--- src/rtl/bin_to_bcd_dd.sv ---
// bin_to_bcd_dd: serial double-dabble binary-to-BCD converter with start/busy/done handshake
// Ports:
//   clk      system clock, all state changes on the rising edge
//   rst_n    synchronous reset, active low
//   st       start request, accepted only while idle
//   bin_in   unsigned operand, captured on the edge that accepts st
//   BCD_out  registered packed BCD result, digit 0 in [3:0], holds the last result
//   busy     high while a conversion is in progress (adjust/shift phases)
//   done     one-cycle completion pulse, never high together with busy
module bin_to_bcd_dd #(
    parameter int BIN_W  = 8,
    parameter int DIGITS = 3
) (
    input  logic                  clk,
    input  logic                  rst_n,
    input  logic                  st,
    input  logic [BIN_W-1:0]      bin_in,
    output logic [4*DIGITS-1:0]   BCD_out,
    output logic                  busy,
    output logic                  done
);
    localparam int CW = $clog2(BIN_W + 1);
    localparam logic [1:0] S_IDLE  = 2'd0;
    localparam logic [1:0] S_ADJ   = 2'd1;
    localparam logic [1:0] S_SHIFT = 2'd2;
    localparam logic [1:0] S_DONE  = 2'd3;
    function automatic longint unsigned pow10(input int n);
        longint unsigned r = 1;
        for (int i = 0; i < n; i++) r = r * 10;
        return r;
    endfunction
    if (BIN_W < 2 || BIN_W > 32 || pow10(DIGITS) <= ((64'd1 << BIN_W) - 64'd1)) begin : g_bad_params
        $error("bin_to_bcd_dd: BIN_W must be 2..32 and DIGITS must hold 2**BIN_W-1");
    end
    logic [1:0]          state;
    logic [BIN_W-1:0]    acc_bin;
    logic [4*DIGITS-1:0] acc_bcd;
    logic [4*DIGITS-1:0] adj;
    logic [4*DIGITS-1:0] sh;
    logic [CW-1:0]       count;
    logic                last;
    // Each digit is corrected independently; a digit <=9 becomes <=12, so no carry is needed.
    genvar i;
    for (i = 0; i < DIGITS; i++) begin : g_adj
        assign adj[4*i +: 4] = acc_bcd[4*i +: 4] >= 4'd5 ? acc_bcd[4*i +: 4] + 4'd3 : acc_bcd[4*i +: 4];
    end
    // Binary MSB shifts into the BCD LSB.
    assign sh   = {acc_bcd[4*DIGITS-2:0], acc_bin[BIN_W-1]};
    assign last = count == CW'(BIN_W - 1);
    always_ff @(posedge clk) begin
        if (!rst_n) begin
            state   <= S_IDLE;
            BCD_out <= '0;
            acc_bin <= '0;
            acc_bcd <= '0;
            count   <= '0;
        end else begin
            case (state)
                S_IDLE: if (st) begin
                    acc_bin <= bin_in;
                    acc_bcd <= '0;
                    count   <= '0;
                    state   <= S_ADJ;
                end
                S_ADJ: begin
                    acc_bcd <= adj;
                    state   <= S_SHIFT;
                end
                S_SHIFT: begin
                    acc_bcd <= sh;
                    acc_bin <= {acc_bin[BIN_W-2:0], 1'b0};
                    count   <= count + CW'(1);
                    state   <= last ? S_DONE : S_ADJ;
                    if (last) BCD_out <= sh;
                end
                default: state <= S_IDLE;
            endcase
        end
    end
    assign busy = state == S_ADJ || state == S_SHIFT;
    assign done = state == S_DONE;
endmodule

--- config.mk ---
export PLATFORM = sky130hd
export DESIGN_NAME = bin_to_bcd_dd
export DESIGN_NICKNAME = d
export VERILOG_FILES = /design/src/rtl/bin_to_bcd_dd.sv
export SDC_FILE = /design/constraint.sdc
export NUM_CORES = 1
export LEC_CHECK = 0
export CORE_ASPECT_RATIO = 0.6
export CORE_MARGIN = 1.5
export CORE_UTILIZATION = 50
export CTS_BUF_LIST = sky130_fd_sc_hd__clkbuf_8
export CTS_CLUSTER_DIAMETER = 120
export CTS_CLUSTER_SIZE = 25
export DETAILED_ROUTE_END_ITERATION = 12
export PLACE_DENSITY = 0.81
export SYNTH_ARGS = -nofsm -noshare
export SYNTH_HDL_FRONTEND = slang
export SYNTH_SLANG_ARGS = --single-unit
--- constraint.sdc ---
create_clock -name clk -period 1.68 [get_ports clk]
set_input_delay 0.336 -clock clk [delete_from_list [all_inputs] [get_ports clk]]
set_output_delay 0.336 -clock clk [all_outputs]
set_load 0.05 [all_outputs]
==> results by group, run 1 <==
Floorplan
  – Placement Rows: 18
  – Die Y: 53.2 µm
  – Initial core utilization: 51.5%
  – Core ar.: 4080 µm²
  – IO Pins: 25
  – Die span in x: 86.7 µm
  – Die area: 4610 µm²

Clock network
  – CTS tree: done
  – CTS Buf Count: 5
  – # H-tree levels: 2
  – Clk Latency, worst-skew pair: 0.29 ns
  – Deepest clock path buffer count: 2
  – Clock sinks: 38
  – Clk root buf: clkbuf_8
  – Worst-path clk slew: 0.07 ns
  – Post-CTS Setup Bufs: 0

Synthesis
  – Unique masters post-synth: 37
  – Yosys Warn Count: 0
  – Ranking of synthesized cells by area: dfxtp_1 36%, a21boi_0 7.5%, nand2_1 7.5%, ha_1 6.6%, o21ai_0 4.3%
  – Synth Area in XOR/XNOR: 1.25%
  – Mapped Avg Cell Area: 8.93 µm²
  – Post-synthesis sequential area ratio: 36.2%
  – Adder-cell share of the synthesized area: 6.56%
  – Synth area leader: dfxtp_1
  – #FFs+latches synth: 38
  – Most common cell in the netlist: nand2_1
  – Synth Area in Compound Gates: 26.0%
  – Synth top cells by count: 42 x nand2_1, 38 x dfxtp_1, 21 x a21boi_0
  – Mapped cell area: 2100 µm²
  – Post-Syn Instances: 235
  – Synth Area in Simple Gates: 21.0%
  – Multiplexer share of the synthesized area: 3.34%
  – Syn_nets: 257
  – Asr flop ratio synth: 0%
  – Dominant synthesized flop cell: dfxtp_1
  – Yosys top cell area share: 36.2%
  – Largest family of logic cells by synthesized area: compound AO/OA/AOI/OAI gates
  – Number of synthesized flops with an enable pin: 0

Setup path
  – Worst path slowest cell: dfxtp_1
  – R2r worst-path depth: 7
  – Cell Chain, Critical Path: inv_1 -> ha_2 -> buf_6 -> nand2_1 -> o21ai_0 -> nand4b_1 -> a21boi_0
  – Critical Path Max Stage Delay: 0.32 ns
  – Reg2reg end: acc_bcd[5]
  – Worst Setup SP: state[0]
  – WS Path Type: register to register
  – Arrival time at the worst endpoint: 1.80 ns
  – Req. time, crit path: 1.89 ns
  – Endpoint class of the critical path: register
  – Startpoint types: register
  – Reg2Reg Launch Point: state[0]
  – CP Capture Point: acc_bcd[5]
  – Reg2reg setup slack: 0.08 ns
  – Critical Path Fanout Max: 16

Cells and area
  – Proportion of layout cells with a drive suffix above 1: 19.0%
  – Nets: 291
  – Layout area overhead: 21.8%
  – Antenna diodes: 0

Place
  – Gpl congestion: 0.893
  – HPWL Detailed: 3290 µm
  – # port buffers: 24

Global routing
  – First-pass GRT wire length: 7560 µm
  – Grt total ovfl: 0
  – All-Layer GR Usage: 21.8%
  – Largest net degree at the start of global routing: 29
  – Antenna violations before repair: 0
  – Vias in the first global route: 1594

Route
  – Routed Antenna Nets: 0
  – Final WL: 4580 µm
  – Vias after detailed routing: 1774
  – Router iterations before antenna repair: 4
  – Vias per cell: 5.39
  – DRC viols: 0
  – Wirelength per Cell: 13.9 µm
  – DRT iter0 DRCs: 88

Pwr
  – Pwr Total: 2240 µW
  – P per Cell Area: 878 nW/µm²
  – Maximum VDD drop: 0.000556 V
  – Leak pwr: 0.000981 µW

Timing
  – Max-slew violations: 0
  – Hold WS: 0.464 ns
  – Final setup violation count: 0
  – Setup Skew: 0.00488 ns
  – Final Hold Vio Count: 0
  – Worst Max-Slew Pin Slew: 0.361 ns
  – Rel. slew slack: 75.8%
  – Top achievable clock speed: 0.627 GHz
  – Tmin final: 1.60 ns
  – Fin crit share: 94.9%

Outcome
  – Outcome: finished, final reports clean

Min path
  – HP Start: BCD_out[7]
  – HP Class: register to register

Run
  – Max-cap viol count: 0
[power breakdown]
part           total [µW]  switching [µW]  internal (µW)
logic                 655             365            290
registers            1000            45.7            957
clock network         587             313            274
[per-stage QoR]
stage	utilization (%)	std cells	cell area [µm²]	TNS [ns]	setup slack, ns
2_1_floorplan	-	235	2100	0	0.0303
5_1_grt	62.7	329	2560	-0.0466	-0.0466
4_1_cts	62.1	329	2530	0	0.0277
6_report	62.7	329	2560	0	0.0849
3_5_place_dp	59.9	322	2440	-0.272	-0.0352
3_3_place_gp	59.9	322	2440	-0.0169	-0.0169
[cells by family (layout without fill, tap and decap cells)]
family | count (synthesis) | after routing
simple gates | 81 | 81
compound gates | 73 | 73
flops | 38 | 38
buf+inv | 22 | 56
fa+ha+maj | 11 | 11
mux | 7 | 7
xor+xnor | 3 | 3
[cells in the final DEF, fill, tap and decap left out, drive strengths merged]
| master | count |
|---|---|
| a21boi | 21 |
| a21oi | 5 |
| a22oi | 4 |
| a32oi | 4 |
| and2 | 1 |
| and2b | 1 |
| and4b | 1 |
| buf | 30 |
| clkbuf | 5 |
| clkdlybuf4s50 | 10 |
| dfxtp | 38 |
| ha | 11 |
| inv | 11 |
| mux2i | 7 |
| nand2 | 42 |
| nand2b | 10 |
| nand3 | 5 |
| nand3b | 1 |
| nand4b | 8 |
| nor2 | 7 |
| nor2b | 3 |
| nor3 | 1 |
| nor3b | 1 |
| o211a | 8 |
| o211ai | 4 |
| o21ai | 18 |
| o21bai | 3 |
| o31ai | 3 |
| o41ai | 3 |
| xnor2 | 3 |
[worst min-delay path by stage]
stage / end / cells past startpoint / slack (ns)
3_5_place_dp: BCD_out[4] / 2 / 0.46
5_1_grt: BCD_out[4] / 2 / 0.49
6_report: BCD_out[7] / 2 / 0.46
3_3_place_gp: BCD_out[11] / 2 / 0.45
2_1_floorplan: acc_bin[0] / 2 / 0.44
4_1_cts: BCD_out[4] / 2 / 0.47
[sequential cells by signal (all words and copies together), names as in the netlist]
name     cells
acc_bin      8
acc_bcd     12
BCD_out     12
state        2
count        4
[critical path, delay by kind of cell, from the launching register on]
family                   cells  cell delay [ns]
buffers and inverters        2             0.37
flip-flops                   1             0.32
AO/OA/AOI/OAI                2             0.31
adder cells (fa/ha/maj)      1             0.30
AND/OR/NAND/NOR              2             0.21
[cell type report]
type | instances | area [µm²]
fillers | 342 | 1520
multi-input cells | 175 | 1260
flip-flops and latches | 38 | 762
repair buffers | 40 | 354
well taps | 60 | 75.1
clock buffers | 5 | 68.8
inverters | 9 | 33.8
clock inverters | 2 | 7.51
[routing by layer]
layer / share of wire (%) / up-vias / GRT usage [%]
li1: - / 897 / -
met1: 53 / 824 / 30.6
met2: 41 / 49 / 31.9
met3: 5.5 / 4 / 5.62
met4: 1.0 / 0 / 8.06
met5: 0 / - / 0
[repair_timing]
action / in CTS / in global routing
setup endpoints to repair: 1 / 22
hold buffers: 0 / 0
gates resized for setup: 1 / 8
Power figures use the tool's default switching activity.
==> inputs of run 2 (changes only) <==
--- a/config.mk
+++ b/config.mk
@@ -12,6 +12,7 @@
 export CTS_CLUSTER_DIAMETER = 120
 export CTS_CLUSTER_SIZE = 25
 export DETAILED_ROUTE_END_ITERATION = 12
+export GPL_TIMING_DRIVEN = 0
 export PLACE_DENSITY = 0.81
 export SYNTH_ARGS = -nofsm -noshare
 export SYNTH_HDL_FRONTEND = slang
==> results by group, run 2 (same netlist as run 1, synthesis figures left out) <==
Outcome
  – Outcome: finished, final reports clean

Clock network
  – Clock sinks: 38
  – # hold bufs at CTS: 0
  – Worst-path clk slew: 0.07 ns
  – CTS tree: done
  – CTS Buf Count: 5
  – Clk Latency, worst-skew pair: 0.29 ns
  – Clk root buf: clkbuf_8
  – # H-tree levels: 2
  – Deepest clock path buffer count: 2

Route
  – Vias per cell: 5.48
  – Routed Antenna Nets: 0
  – DRC viols: 0
  – Router iterations before antenna repair: 4
  – Wirelength per Cell: 14.1 µm
  – Vias after detailed routing: 1798
  – Final WL: 4630 µm
  – DRT iter0 DRCs: 100

Floorplan
  – IO Pins: 25
  – Die Y: 53.2 µm
  – Core ar.: 4080 µm²
  – Die span in x: 86.7 µm
  – Initial core utilization: 51.5%
  – Die area: 4610 µm²
  – Placement Rows: 18

Global routing
  – All-Layer GR Usage: 22.6%
  – Largest net degree at the start of global routing: 12
  – Vias in the first global route: 1588
  – First-pass GRT wire length: 7850 µm
  – Grt total ovfl: 0
  – Antenna violations before repair: 0

Setup path
  – Critical Path Fanout Max: 5
  – Startpoint types: register
  – WS Path Type: register to output pin
  – Reg2Reg Launch Point: state[0]
  – Cell Chain, Critical Path: ha_1 -> buf_2
  – CP Capture Point: done
  – Reg2reg end: acc_bcd[11]
  – R2r worst-path depth: 6
  – Endpoint class of the critical path: output pin
  – Reg2reg setup slack: 0.10 ns
  – Worst path slowest cell: dfxtp_2
  – Req. time, crit path: 1.34 ns
  – Worst Setup SP: state[0]
  – Arrival time at the worst endpoint: 1.27 ns
  – Critical Path Max Stage Delay: 0.37 ns

Place
  – # port buffers: 24
  – HPWL Detailed: 3290 µm
  – Placed cell area: 2420 µm²
  – Gpl congestion: 0.873

Min path
  – HP Class: register to register
  – Hold Path Cell Cnt: 2

Pwr
  – P per Cell Area: 900 nW/µm²
  – Maximum VDD drop: 0.000483 V
  – Leak pwr: 0.00100 µW

Timing
  – Fin crit share: 95.6%
  – Tmin final: 1.61 ns
  – Setup Skew: 0.00513 ns
  – Max-slew violations: 0
  – Fin Setup TNS: 0 ns
  – Final Hold Vio Count: 0
  – Final setup violation count: 0
  – Top achievable clock speed: 0.622 GHz
  – RSZ-0062 raised after global routing: false
  – Rel. slew slack: 66.4%
  – Worst Max-Slew Pin Slew: 0.504 ns

Cells and area
  – Most common cell after layout, fill and taps aside: nand2_1
  – Most frequent cells in the layout: 42 x nand2_1, 36 x dfxtp_1, 20 x a21boi_0, 17 x o21ai_0, 12 x dlygate4sd2_1
  – Final Cell Area: 2530 µm²
  – Layout area overhead: 20.6%
  – Proportion of layout cells with a drive suffix above 1: 13.4%
  – Leading registers by flop count: BCD_out (12), acc_bcd (12), acc_bin (8)
  – Antenna diodes: 0
  – Nets: 289

Run
  – Max-cap viol count: 0
run 2: cell types whose count changed in the layout (fill, tap and decap cells not counted), sizes merged:
cell | previous run | this run
buf | 30 | 11
clkbuf | 5 | 11
clkinv | 0 | 1
dlygate4sd2 | 0 | 12
inv | 11 | 10
run 2: how the worst min path moves through the flow:
stage / slack [ns] / from / end
finish: 0.46 / BCD_out[9] / BCD_out[9]
global route: 0.48 / BCD_out[4] / BCD_out[4]
CTS: 0.47 / BCD_out[3] / BCD_out[3]
detailed placement: 0.46 / BCD_out[3] / BCD_out[3]
global placement: 0.45 / BCD_out[10] / BCD_out[10]
floorplan: 0.44 / acc_bin[0] / acc_bin[0]
run 2: layout make-up:
class	instances	area (µm²)
sequential	38	763
timing repair buffer	25	238
inverter	9	33.8
clock inverter	2	8.76
tap	60	75.1
multi-input combinational	175	1230
buffer	13	95.1
fill	360	1550
clock buffer	6	82.6
run 2: per-stage QoR:
step / instances / total power [µW] / utilization [%] / setup slack, ns / hold slack [ns]
after floorplan: 235 / 1450 / - / 0.0303 / 0.441
after global routing: 328 / 2400 / 62.1 / 0.00130 / 0.477
after CTS: 327 / 2250 / 61.1 / 0.00955 / 0.466
after global placement: 319 / 1590 / 59.3 / -0.245 / 0.452
final: 328 / 2280 / 62.1 / 0.0733 / 0.462
after detailed placement: 319 / 1600 / 59.3 / -0.255 / 0.458
run 2: power by group:
| part | total [µW] | switching, µW | internal [µW] |
|---|---|---|---|
| combinational | 624 | 365 | 260 |
| clock | 648 | 323 | 325 |
| sequential | 1010 | 48.7 | 958 |
| total | 2280 | 736 | 1540 |
run 2: worst max-delay path: cells and delay by family, from the launching register on:
family / cells / cell delay [ns]
buffers and inverters: 1 / 0.31
DFF: 1 / 0.37
adders and majority gates: 1 / 0.29
run 2: per-layer routing:
| metal | up-vias | global-route usage [%] | share of wire, % |
|---|---|---|---|
| li1 | 903 | - | - |
| met1 | 851 | 32.7 | 52 |
| met2 | 37 | 32.4 | 41 |
| met3 | 7 | 5.46 | 5.4 |
| met4 | 0 | 7.80 | 1.0 |
| met5 | - | 0 | 0 |
run 2: repair_timing:
item / 4_1_cts / 5_1_grt
pin swaps: 0 / 1
gates resized for setup: 26 / 8
buffers inserted: 0 / 1
setup endpoints to repair: 21 / 31
==> inputs of run 3 (changes only) <==
--- a/config.mk
+++ b/config.mk
@@ -7,13 +7,13 @@
 export LEC_CHECK = 0
 export CORE_ASPECT_RATIO = 0.6
 export CORE_MARGIN = 1.5
-export CORE_UTILIZATION = 50
+export CORE_UTILIZATION = 53
 export CTS_BUF_LIST = sky130_fd_sc_hd__clkbuf_8
-export CTS_CLUSTER_DIAMETER = 120
+export CTS_CLUSTER_DIAMETER = 150
 export CTS_CLUSTER_SIZE = 25
 export DETAILED_ROUTE_END_ITERATION = 12
 export GPL_TIMING_DRIVEN = 0
-export PLACE_DENSITY = 0.81
+export PLACE_DENSITY = 0.84
 export SYNTH_ARGS = -nofsm -noshare
 export SYNTH_HDL_FRONTEND = slang
 export SYNTH_SLANG_ARGS = --single-unit
==> results by group, run 3 (same netlist as run 1, synthesis figures left out) <==
Clock network
  – CTS Buf Count: 5
  – # hold bufs at CTS: 0
  – Deepest clock path buffer count: 2
  – Clock sinks: 38
  – # H-tree levels: 2
  – Clk root buf: clkbuf_8
  – Worst-path clk slew: 0.07 ns
  – CTS tree: done
  – Clk Latency, worst-skew pair: 0.29 ns

Pwr
  – Clock power frac: 26.0%
  – P per Cell Area: 880 nW/µm²
  – Comb power frac: 28.9%
  – Pwr Total: 2230 µW
  – Leak pwr: 0.00101 µW
  – Switching share of power: 32.8%
  – Reg power frac: 45.1%
  – Internal: 1500 µW
  – Sw Pwr: 732 µW
  – Maximum VDD drop: 0.000517 V

Global routing
  – Antenna violations before repair: 0
  – Grt total ovfl: 0
  – First-pass GRT wire length: 7870 µm
  – Vias in the first global route: 1604
  – Largest net degree at the start of global routing: 11
  – All-Layer GR Usage: 23.3%

Outcome
  – Outcome: finished, final reports clean

Setup path
  – Endpoint class of the critical path: register
  – WS Path Type: register to register
  – CP Buf/Inv Count: 3
  – Arrival time at the worst endpoint: 1.82 ns
  – Crit path max-delay family: buffers and inverters
  – Worst path slowest cell: dfxtp_2
  – Req. time, crit path: 1.87 ns
  – Cell Chain, Critical Path: inv_1 -> ha_1 -> clkbuf_4 -> nand4b_1 -> buf_6 -> nand2_1 -> a21boi_0
  – Critical Path Fanout Max: 10
  – R2r worst-path depth: 7
  – Reg2reg end: BCD_out[5]
  – Critical Path Max Stage Delay: 0.36 ns
  – Startpoint types: register
  – Reg2reg setup slack: 0.05 ns
  – Reg2Reg Launch Point: state[0]

Cells and area
  – Antenna diodes: 0
  – Most common cell after layout, fill and taps aside: nand2_1
  – Most frequent cells in the layout: 42 x nand2_1, 36 x dfxtp_1, 20 x a21boi_0, 17 x o21ai_0, 12 x dlygate4sd2_1
  – Nets: 290
  – Layout Cells excl Fill: 315
  – Final Cell Area: 2530 µm²
  – Proportion of layout cells with a drive suffix above 1: 13.1%
  – Leading registers by flop count: BCD_out (12), acc_bcd (12), acc_bin (8)
  – Layout area overhead: 20.6%
  – Fillers: 290

Floorplan
  – IO Pins: 25
  – Core ar.: 3720 µm²
  – Die area: 4360 µm²
  – Die Y: 51.8 µm
  – Placement Rows: 17
  – Die span in x: 84.3 µm
  – Initial core utilization: 56.4%

Timing
  – Rel. slew slack: 64.9%
  – Final Hold Vio Count: 0
  – Tmin final: 1.63 ns
  – Max-slew violations: 0
  – Worst Max-Slew Pin Slew: 0.526 ns
  – Setup Skew: 0.00171 ns
  – Final setup violation count: 0
  – Fin Setup TNS: 0 ns
  – Fin crit share: 97.0%
  – Top achievable clock speed: 0.613 GHz

Route
  – DRT iter0 DRCs: 121
  – Final WL: 4830 µm
  – Router iterations before antenna repair: 5
  – Vias after detailed routing: 1839
  – Vias per cell: 5.84
  – Wirelength per Cell: 15.3 µm
  – DRC viols: 0
  – Routed Antenna Nets: 0

Place
  – # port buffers: 24
  – Gpl congestion: 0.925
  – Inst Count DP: 306
  – Placed cell area: 2400 µm²
  – HPWL Detailed: 3330 µm

Run
  – Max-cap viol count: 0

Min path
  – HP Start: BCD_out[3]
  – Hold Path Sink: BCD_out[3]
  – HP Class: register to register
  – Hold Path Cell Cnt: 2
-- run 3: how the worst max path moves through the flow --
stage | from | endpoint | cells past startpoint
floorplan | state[0] | acc_bcd[10] | 5
global placement | state[0] | busy | 3
detailed placement | state[1] | busy | 3
CTS | state[0] | acc_bin[6] | 7
global route | state[0] | BCD_out[5] | 7
finish | state[0] | BCD_out[5] | 7
-- run 3: layout make-up --
cell class | instances | area (µm²) | area share (%)
repair buffers | 26 | 245 | 9.68
inverters | 9 | 33.8 | 1.33
well taps | 47 | 58.8 | 2.32
clock inverters | 2 | 7.51 | 0.296
multi-input cells | 175 | 1260 | 49.6
plain buffers | 13 | 98.8 | 3.90
flip-flops and latches | 38 | 763 | 30.1
clock buffers | 5 | 68.8 | 2.72
-- run 3: routing by layer --
| layer | track usage, % | part of all wire [%] |
|---|---|---|
| met3 | 7.30 | 6.0 |
| met4 | 3.28 | 0.91 |
| met1 | 33.7 | 50 |
| met2 | 34.7 | 43 |
| met5 | 0 | 0 |
-- run 3: through the flow --
stage / setup slack, ns / hold WS [ns] / util [%]
CTS: 0.0127 / 0.462 / 65.9
detailed placement: -0.252 / 0.456 / 64.5
floorplan: 0.0303 / 0.441 / -
finish: 0.0498 / 0.459 / 68.0
global route: -0.0348 / 0.473 / 68.0
global placement: -0.245 / 0.450 / 64.5
-- run 3: power groups by stage --
stage / registers, µW / clock network, µW / logic, µW
3_3_place_gp: 1020 / 0 / 570
4_1_cts: 1000 / 590 / 583
5_1_grt: 1010 / 635 / 696
6_report: 1010 / 580 / 644
3_5_place_dp: 1020 / 0 / 583
2_1_floorplan: 1010 / 0 / 445
-- run 3: timing repair --
| action | in CTS | in global routing |
|---|---|---|
| pin swaps | 0 | 1 |
| buffers inserted | 0 | 2 |
| cloned | 0 | 0 |
| gates resized for setup | 24 | 15 |
| endpoints found under the setup margin | 18 | 27 |
| endpoints found under the hold margin | 0 | 0 |
-- run 3: worst register-to-register path, stage by stage, from the launching register on --
cell and delay (ns):
dfxtp_2 0.36, inv_1 0.09, ha_1 0.22, clkbuf_4 0.19, nand4b_1 0.18, buf_6 0.17
nand2_1 0.09, a21boi_0 0.23
